`config.mk`:
```
export PLATFORM = sky130hd
export DESIGN_NAME = dmem_arbiter
export DESIGN_NICKNAME = d
export VERILOG_FILES = /design/src/rtl/dmem_arbiter.sv
export SDC_FILE = /design/constraint.sdc
export NUM_CORES = 1
export LEC_CHECK = 0
export ABC_AREA = 1
export CAP_MARGIN = 20
export CELL_PAD_IN_SITES_DETAIL_PLACEMENT = 2
export CELL_PAD_IN_SITES_GLOBAL_PLACEMENT = 2
export CORE_MARGIN = 3
export CORE_UTILIZATION = 22
export CTS_CLUSTER_SIZE = 20
export DETAILED_ROUTE_END_ITERATION = 7
export PLACE_DENSITY = 0.91
export REMOVE_ABC_BUFFERS = 1
export SYNTH_ARGS = -nofsm -noshare
export SYNTH_HDL_FRONTEND = slang
export SYNTH_SLANG_ARGS = --single-unit
```
`constraint.sdc`:
```
create_clock -name clk -period 6.1 [get_ports clk]
set_clock_uncertainty 0.1 [all_clocks]
set_input_delay 0.915 -clock clk [delete_from_list [all_inputs] [get_ports clk]]
set_output_delay 0.915 -clock clk [all_outputs]
set_load 0.02 [all_outputs]
```
`src/rtl/dmem_arbiter.sv`:
```
// Round-robin arbiter sharing one single-ported data memory between port A and port B.
// Latency: grant edge, one ACCESS cycle with strobes, one DONE cycle; a new grant every 3 cycles.
// Backpressure: a requester holds req until its done pulse; the losing port simply stays pending.
module dmem_arbiter #(
    parameter logic [31:0] BASE_ADDR = 32'h80,
    parameter int unsigned DEPTH     = 32
) (
    input  logic        clk,
    input  logic        rst,
    input  logic        a_req,
    input  logic        a_we,
    input  logic [31:0] a_addr,
    input  logic [31:0] a_wdata,
    output logic        a_done,
    output logic        a_err,
    output logic [31:0] a_rdata,
    input  logic        b_req,
    input  logic        b_we,
    input  logic [31:0] b_addr,
    input  logic [31:0] b_wdata,
    output logic        b_done,
    output logic        b_err,
    output logic [31:0] b_rdata,
    output logic        busy,
    output logic [31:0] mem_addr,
    output logic [31:0] mem_wdata,
    output logic        mem_we,
    output logic        mem_re,
    input  logic [31:0] mem_rdata
);

    typedef enum logic [1:0] {
        IDLE   = 2'd0,
        ACCESS = 2'd1,
        DONE   = 2'd2
    } state_t;

    // Highest legal word address, computed one bit wider so the window cannot wrap.
    localparam logic [32:0] LAST_ADDR = {1'b0, BASE_ADDR} + 33'(4 * DEPTH) - 33'd4;

    state_t      state_q, state_d;
    logic        sel_b_q, sel_b_d;     // latched winner: 1 = port B
    logic        last_b_q, last_b_d;   // port served most recently: 1 = port B
    logic        we_q, we_d;
    logic [31:0] addr_q, addr_d;
    logic [31:0] wdata_q, wdata_d;
    logic        a_done_q, a_done_d;
    logic        b_done_q, b_done_d;
    logic        a_err_q, a_err_d;
    logic        b_err_q, b_err_d;
    logic [31:0] a_rdata_q, a_rdata_d;
    logic [31:0] b_rdata_q, b_rdata_d;
    logic        busy_q, busy_d;

    logic        grant_b;
    logic        addr_ok;

    // B wins when it is the only requester, or on a tie when A was served last.
    assign grant_b = b_req & (~a_req | ~last_b_q);

    // The latched address must be word aligned and inside the memory window.
    assign addr_ok = (addr_q[1:0] == 2'b00)
                   && (addr_q >= BASE_ADDR)
                   && ({1'b0, addr_q} <= LAST_ADDR);

    // Memory strobes are decoded straight from the state so a reset kills them at once.
    assign mem_we = (state_q == ACCESS) & addr_ok & we_q;
    assign mem_re = (state_q == ACCESS) & addr_ok & ~we_q;

    assign mem_addr  = addr_q;
    assign mem_wdata = wdata_q;
    assign a_done    = a_done_q;
    assign b_done    = b_done_q;
    assign a_err     = a_err_q;
    assign b_err     = b_err_q;
    assign a_rdata   = a_rdata_q;
    assign b_rdata   = b_rdata_q;
    assign busy      = busy_q;

    // Next-state and next-output decode for the IDLE/ACCESS/DONE sequence.
    always_comb begin
        state_d   = state_q;
        sel_b_d   = sel_b_q;
        last_b_d  = last_b_q;
        we_d      = we_q;
        addr_d    = addr_q;
        wdata_d   = wdata_q;
        a_done_d  = 1'b0;
        b_done_d  = 1'b0;
        a_err_d   = 1'b0;
        b_err_d   = 1'b0;
        a_rdata_d = a_rdata_q;
        b_rdata_d = b_rdata_q;
        case (state_q)
            IDLE: begin
                if (a_req || b_req) begin
                    sel_b_d  = grant_b;
                    last_b_d = grant_b;
                    we_d     = grant_b ? b_we    : a_we;
                    addr_d   = grant_b ? b_addr  : a_addr;
                    wdata_d  = grant_b ? b_wdata : a_wdata;
                    state_d  = ACCESS;
                end
            end
            ACCESS: begin
                state_d = DONE;
                // Done/err/rdata are registered here so they appear together in DONE.
                // A rejected read shows zero data alongside its error flag.
                if (sel_b_q) begin
                    b_done_d = 1'b1;
                    b_err_d  = ~addr_ok;
                    if (!we_q) begin
                        b_rdata_d = addr_ok ? mem_rdata : 32'h0;
                    end
                end else begin
                    a_done_d = 1'b1;
                    a_err_d  = ~addr_ok;
                    if (!we_q) begin
                        a_rdata_d = addr_ok ? mem_rdata : 32'h0;
                    end
                end
            end
            DONE: begin
                state_d = IDLE;
            end
            default: begin
                state_d = IDLE;
            end
        endcase
        busy_d = (state_d != IDLE);
    end

    // State and output registers; reset returns every registered output to zero.
    always_ff @(posedge clk or posedge rst) begin
        if (rst) begin
            state_q   <= IDLE;
            sel_b_q   <= 1'b0;
            last_b_q  <= 1'b1;
            we_q      <= 1'b0;
            addr_q    <= 32'h0;
            wdata_q   <= 32'h0;
            a_done_q  <= 1'b0;
            b_done_q  <= 1'b0;
            a_err_q   <= 1'b0;
            b_err_q   <= 1'b0;
            a_rdata_q <= 32'h0;
            b_rdata_q <= 32'h0;
            busy_q    <= 1'b0;
        end else begin
            state_q   <= state_d;
            sel_b_q   <= sel_b_d;
            last_b_q  <= last_b_d;
            we_q      <= we_d;
            addr_q    <= addr_d;
            wdata_q   <= wdata_d;
            a_done_q  <= a_done_d;
            b_done_q  <= b_done_d;
            a_err_q   <= a_err_d;
            b_err_q   <= b_err_d;
            a_rdata_q <= a_rdata_d;
            b_rdata_q <= b_rdata_d;
            busy_q    <= busy_d;
        end
    end

endmodule
```
==> run_results.csv, run 1 <==
group,metric,value,unit
yosys,yosys.area_share.simple,24.87,%
setup_path,arrival,2.94,ns
route,wl,25.87,mm
global_routing,globalRouteOverflowTotal,0,
floorplanning,die-area,28700,um2
cells_and_area,fin_area,9768,um2
route,routed-via-count,6117,
power_and_ir_drop,clockPowerShare,22.6,%
setup_path,cp-end-kind,"primary output",
setup_path,startpoint_type,"register",
cells_and_area,drive_gt1_share,5.285,%
cells_and_area,final_common_cell,"clkdlybuf4s50_1",
power_and_ir_drop,p_comb_share,46.2,%
timing,drv_slew,0,
yosys,synthCells,690,
global_routing,grt_pass1_vias,7004,
power_and_ir_drop,p_leak,4.335,nW
route,firstDrtPassIters,4,
power_and_ir_drop,p_sw_share,41.04,%
outcome,outcome,"complete, no violations",
job,drv_cap,0,
global_routing,antenna_found_initial,0,
yosys,yosysSeqAreaShare,58.79,%
cells_and_area,diodes,0,
place,place_area,9151,um2
floorplanning,start_util,22.48,%
timing,holdWs,0.3810,ns
cells_and_area,nFillCells,2882,
power_and_ir_drop,p_per_area,504.8,nW/um2
global_routing,grt_max_degree,68,
yosys,synth_compound_area_share,11.37,%
timing,layout_setup_ws,2.141,ns
setup_path,cpPeakStageDelay,0.62,ns
cts,cts_tree,"built",
route,drcViolationCount,0,
place,gp_congestion,0.7802,
timing,relSlewSlack,47.29,%
floorplanning,coreArea,26130,um2
yosys,synth-xor-area-share,0,%
power_and_ir_drop,pwr-share-seq,31.2,%
timing,finalSetupViolations,0,
floorplanning,pin_count,301,
cts,cts_sinks,138,
yosys,ys_ff_latch,138,
power_and_ir_drop,p_sw,2.024,mW
timing,hold_viol,0,
setup_path,required,5.08,ns
cells_and_area,final_cell_mix,"clkdlybuf4s50_1 (300), nand2_1 (206), dfrtp_1 (137), o21ai_1 (110), nor2_1 (85)",
yosys,yosysUniqueCellTypes,18,
timing,tightest_slew,0.7907,ns
setup_path,worstPathMaxFanout,67,
place,dp_hpwl,18.69,mm
cells_and_area,fin_nets,1137,
yosys,synth_top_family_by_area,"simple AND/OR/NAND/NOR gates",
global_routing,grt_usage,18.00,%
route,detail-route-antenna-nets,0,
place,io_buffers,300,
cts,cts_resized,0,
cts,root_buffer,"clkbuf_16",
timing,period_minus_slack,3.959,ns
cells_and_area,syn_to_final_growth,66.25,%
yosys,synth_adder_area_share,0,%
yosys,yosysWarnings,0,
setup_path,path_buf_inv,2,
power_and_ir_drop,vdd_drop_max,0.1821,mV
timing,rsz0062_at_grt,"false",
worst_hold_path,min_path_type,"reg -> reg",
cts,htreeDepth,4,
floorplanning,die_h,169.4,um
cts,cts_buffers,17,
setup_path,worstSetupPathType,"reg -> out",
cells_and_area,fin_util,37.38,%
cts,post_cts.repair.setup_buffers,0,
timing,max_freq,252.6,MHz
power_and_ir_drop,p_int,2.907,mW
timing,post-route-period-util,64.91,%
setup_path,cp_slowest_cell,"clkdlybuf4s50_1",
setup_path,critPathTopFamily,"buffers and inverters",
cts,clk_transition_reported_paths,0.07,ns
timing,fin_tns_setup,0,ns
route,wl_per_cell,19.62,um
place,dp_slack,2.494,ns
yosys,synth.area.mux_share,0,%
setup_path,crit_chain,"nor2_1 > nand2_1 > nor2_1 > nand2_1 > nor2_4 > buf_4 > nand2_1 > nor2_1 > clkdlybuf4s50_1",
cts,clockBufferDepth,2,
yosys,synth.avg_cell_area,8.515,um2
cts,holdBufCountCts,0,
route,initialDrtViolationCount,427,
yosys,syn-cell-area,5876,um2
floorplanning,die-width,169.4,um
floorplanning,core.rowCount,59,
route,via_per_inst,4.638,
cts,clk-insertion-delay-late,0.43,ns
global_routing,grt_pass1_wl,40.20,mm
==> power by group through the flow <==
stage / clock network [mW] / registers (mW) / logic, mW
6_report: 1.11 / 1.54 / 2.28
5_1_grt: 1.19 / 1.60 / 2.48
4_1_cts: 1.15 / 1.55 / 2.33
3_5_place_dp: 0 / 1.56 / 2.31
3_3_place_gp: 0 / 1.53 / 2.23
2_1_floorplan: 0 / 1.95 / 0.659
==> cell usage after synthesis, drive strengths merged <==
library cell | number | area, um2
o21ai | 131 | 655.6
dfrtp | 137 | 3428
buf | 39 | 220.2
nand2 | 207 | 777.0
o22ai | 2 | 12.51
dfstp | 1 | 26.28
clkbuf | 8 | 30.03
nand3 | 64 | 320.3
inv | 11 | 41.29
nor3 | 1 | 5.000
nor2 | 89 | 359.1
==> layer usage <==
layer	up-vias	wire length, um	track usage, %
met5	-	0	0
met4	0	371	4.374
met3	21	2377	7.664
met2	242	13060	32.21
met1	3051	10060	19.77
li1	2803	-	-
==> stage by stage <==
| stage | power (mW) | cells |
|---|---|---|
| 6_report | 4.931 | 1319 |
| 3_3_place_gp | 3.759 | 1286 |
| 3_5_place_dp | 3.873 | 1287 |
| 2_1_floorplan | 2.606 | 643 |
| 4_1_cts | 5.029 | 1319 |
| 5_1_grt | 5.270 | 1319 |
==> final cells by class <==
class | instances | area [um2] | area share, %
clock inverters | 14 | 187.7 | 1.921
well taps | 335 | 419.2 | 4.291
flip-flops and latches | 138 | 3455 | 35.37
repair buffers | 309 | 3083 | 31.56
clock buffers | 18 | 429.2 | 4.393
inverters | 11 | 46.29 | 0.4739
multi-input cells | 494 | 2148 | 21.99
==> path summary, 6_finish.rpt <==
path                            slack [ns]      endpoint   startpoint  cells past startpoint
worst max register to register        3.70  mem_addr[31]   state_q[1]                      7
worst max-delay path                  2.14        mem_we  mem_addr[0]                      9
worst min register to register        0.38   b_rdata[27]  b_rdata[27]                      2
max in group asynchronous             4.08    b_rdata[5]          rst                      3
min in group asynchronous             0.73   b_rdata[28]          rst                      2
worst min-delay path                  0.38   b_rdata[27]  b_rdata[27]                      2
==> flip-flops by register name (all words and copies together), names as in the netlist <==
register / cells
sel_b_q: 1
b_done: 1
a_err: 1
busy: 1
we_q: 1
state_q: 2
last_b_q: 1
mem_addr: 32
b_err: 1
mem_wdata: 32
a_rdata: 32
a_done: 1
b_rdata: 32
==> worst reg2reg max path: cells and delay by family (launching register included) <==
family	cells	cell delay, ns
buffers and inverters	3	1.14
AO/OA/AOI/OAI	3	0.39
flip-flops	1	0.42
AND/OR/NAND/NOR	1	0.26
==> cells by family (layout without fill, tap and decap cells) <==
| family | count (synthesis) | count (layout) |
|---|---|---|
| compound gates | 133 | 133 |
| buf+inv | 58 | 352 |
| flops | 138 | 138 |
| simple gates | 361 | 361 |
Power figures use the tool's default switching activity.
==> run 2, diff against run 1 <==
Settings changed: CORE_UTILIZATION 22 to 19, PLACE_DENSITY 0.91 to 0.84.
Clock period 6.1 ns to 3.3 ns, I/O delays scaled along.
==> run_results.csv, run 2 (synthesized netlist as in run 1, its figures left out) <==
group,metric,value,unit
global_routing,grt_max_degree,66,
setup_path,r2r_cells,8,
global_routing,grt_pass1_vias,6762,
cells_and_area,drive_gt1_share,5.386,%
route,via_per_inst,4.392,
cells_and_area,final_cell_mix,"clkdlybuf4s50_1 (300), nand2_1 (206), dfrtp_1 (137), o21ai_1 (110), nor2_1 (85)",
setup_path,cp-end-kind,"primary output",
timing,tightest_slew,0.8031,ns
cts,cts_resized,0,
floorplanning,die_h,181.9,um
setup_path,arrival,2.23,ns
power_and_ir_drop,vdd_drop_max,0.2854,mV
place,gp_congestion,0.7590,
cells_and_area,final_common_cell,"clkdlybuf4s50_1",
global_routing,grt_usage,15.40,%
timing,finalSetupViolations,0,
timing,post-route-period-util,85.67,%
cts,clockBufferDepth,2,
floorplanning,die-area,33070,um2
cts,post_cts.repair.setup_buffers,0,
cts,root_buffer,"clkbuf_16",
timing,max_freq,353.7,MHz
route,detail-route-antenna-nets,0,
place,dp_hpwl,18.40,mm
setup_path,crit_end,"mem_we",
outcome,outcome,"complete, no violations",
power_and_ir_drop,p_leak,4.357,nW
floorplanning,core.rowCount,63,
route,firstDrtPassIters,4,
timing,relSlewSlack,46.46,%
route,wl,25.86,mm
worst_hold_path,hp-start,"b_rdata[10]",
cells_and_area,fin_util,32.89,%
floorplanning,coreArea,30030,um2
timing,period_minus_slack,2.827,ns
cts,cts_tree,"built",
timing,hold_viol,0,
global_routing,grt_pass1_wl,39.63,mm
timing,rsz0062_at_grt,"false",
setup_path,required,2.70,ns
setup_path,startpoint,"mem_addr[27]",
job,drv_cap,0,
timing,holdWs,0.3807,ns
cts,clk-insertion-delay-late,0.41,ns
timing,drv_slew,0,
cts,cts_sinks,138,
floorplanning,pin_count,301,
place,io_buffers,300,
setup_path,worstSetupPathType,"reg -> out",
route,routed-via-count,6034,
cells_and_area,syn_to_final_growth,68.12,%
cts,holdBufCountCts,0,
route,initialDrtViolationCount,186,
cells_and_area,fin_nets,1137,
cts,htreeDepth,4,
setup_path,startpoint_type,"register",
power_and_ir_drop,p_per_area,924.4,nW/um2
route,wl_per_cell,18.82,um
floorplanning,start_util,19.56,%
global_routing,globalRouteOverflowTotal,0,
cts,cts_buffers,17,
worst_hold_path,min_path_type,"reg -> reg",
floorplanning,die-width,181.9,um
setup_path,r2r-start,"mem_addr[27]",
global_routing,antenna_found_initial,0,
setup_path,worstPathMaxFanout,3,
route,drcViolationCount,0,
cts,clk_transition_reported_paths,0.06,ns
setup_path,r2r-end,"b_rdata[19]",
setup_path,r2r_setup_slack,1.21,ns
cells_and_area,diodes,0,
cells_and_area,nFillCells,3371,
==> run 2: cell count changes in the layout (fill, tap and decap cells not counted), sizes merged <==
cell / delta
clkinvlp: -1
clkbuf: +1
==> run 2: routing by layer <==
| metal | track usage [%] | vias up | part of all wire [%] |
|---|---|---|---|
| li1 | - | 2802 | - |
| met1 | 17.11 | 2960 | 39 |
| met2 | 26.94 | 255 | 49 |
| met3 | 6.951 | 17 | 10 |
| met4 | 3.687 | 0 | 1.2 |
| met5 | 0 | - | 0 |
==> run 2: worst min-delay path by stage <==
| stage | end | depth (start not counted) |
|---|---|---|
| 2_1_floorplan | last_b_q | 2 |
| 5_1_grt | last_b_q | 2 |
| 3_3_place_gp | last_b_q | 2 |
| 3_5_place_dp | a_rdata[16] | 2 |
| 6_report | b_rdata[10] | 2 |
| 4_1_cts | b_rdata[21] | 2 |
==> run 2: through the flow <==
step                      setup slack, ns  cells  area [um2]  power (mW)  setup TNS (ns)
after global routing               0.2218   1374        9878       9.783               0
final                              0.4727   1374        9878       9.132               0
after floorplan                   -0.9895    643        5625       4.818         -191.50
after detailed placement           0.8179   1342        9245       7.153               0
after CTS                          0.3544   1374        9878       9.329               0
after global placement             0.8234   1342        9245       7.007               0
==> run 2: final cells by class <==
cell class,instances,area [um2],area share [%]
flip-flops and latches,138,3455,34.97
repair buffers,309,3108,31.46
multi-input cells,494,2148,21.75
well taps,390,488.0,4.940
clock buffers,19,452.9,4.585
clock inverters,13,180.2,1.824
inverters,11,46.29,0.4687
==> run 2: worst max-delay path, cell delays in order (launching register included) <==
cell,delay [ns]
dfrtp_1,0.39
nor2_1,0.12
nand2_1,0.06
nor2_1,0.10
nand2_1,0.14
nor2_4,0.20
nand2_1,0.10
nor2_1,0.10
clkdlybuf4s50_1,0.61
==> run 2: report_power, final <==
part | leakage [nW] | internal [mW] | total (mW) | switching (mW)
logic | 2.27 | 1.78 | 4.21 | 2.43
clock network | 0.305 | 1.26 | 2.10 | 0.843
registers | 1.78 | 2.39 | 2.82 | 0.433
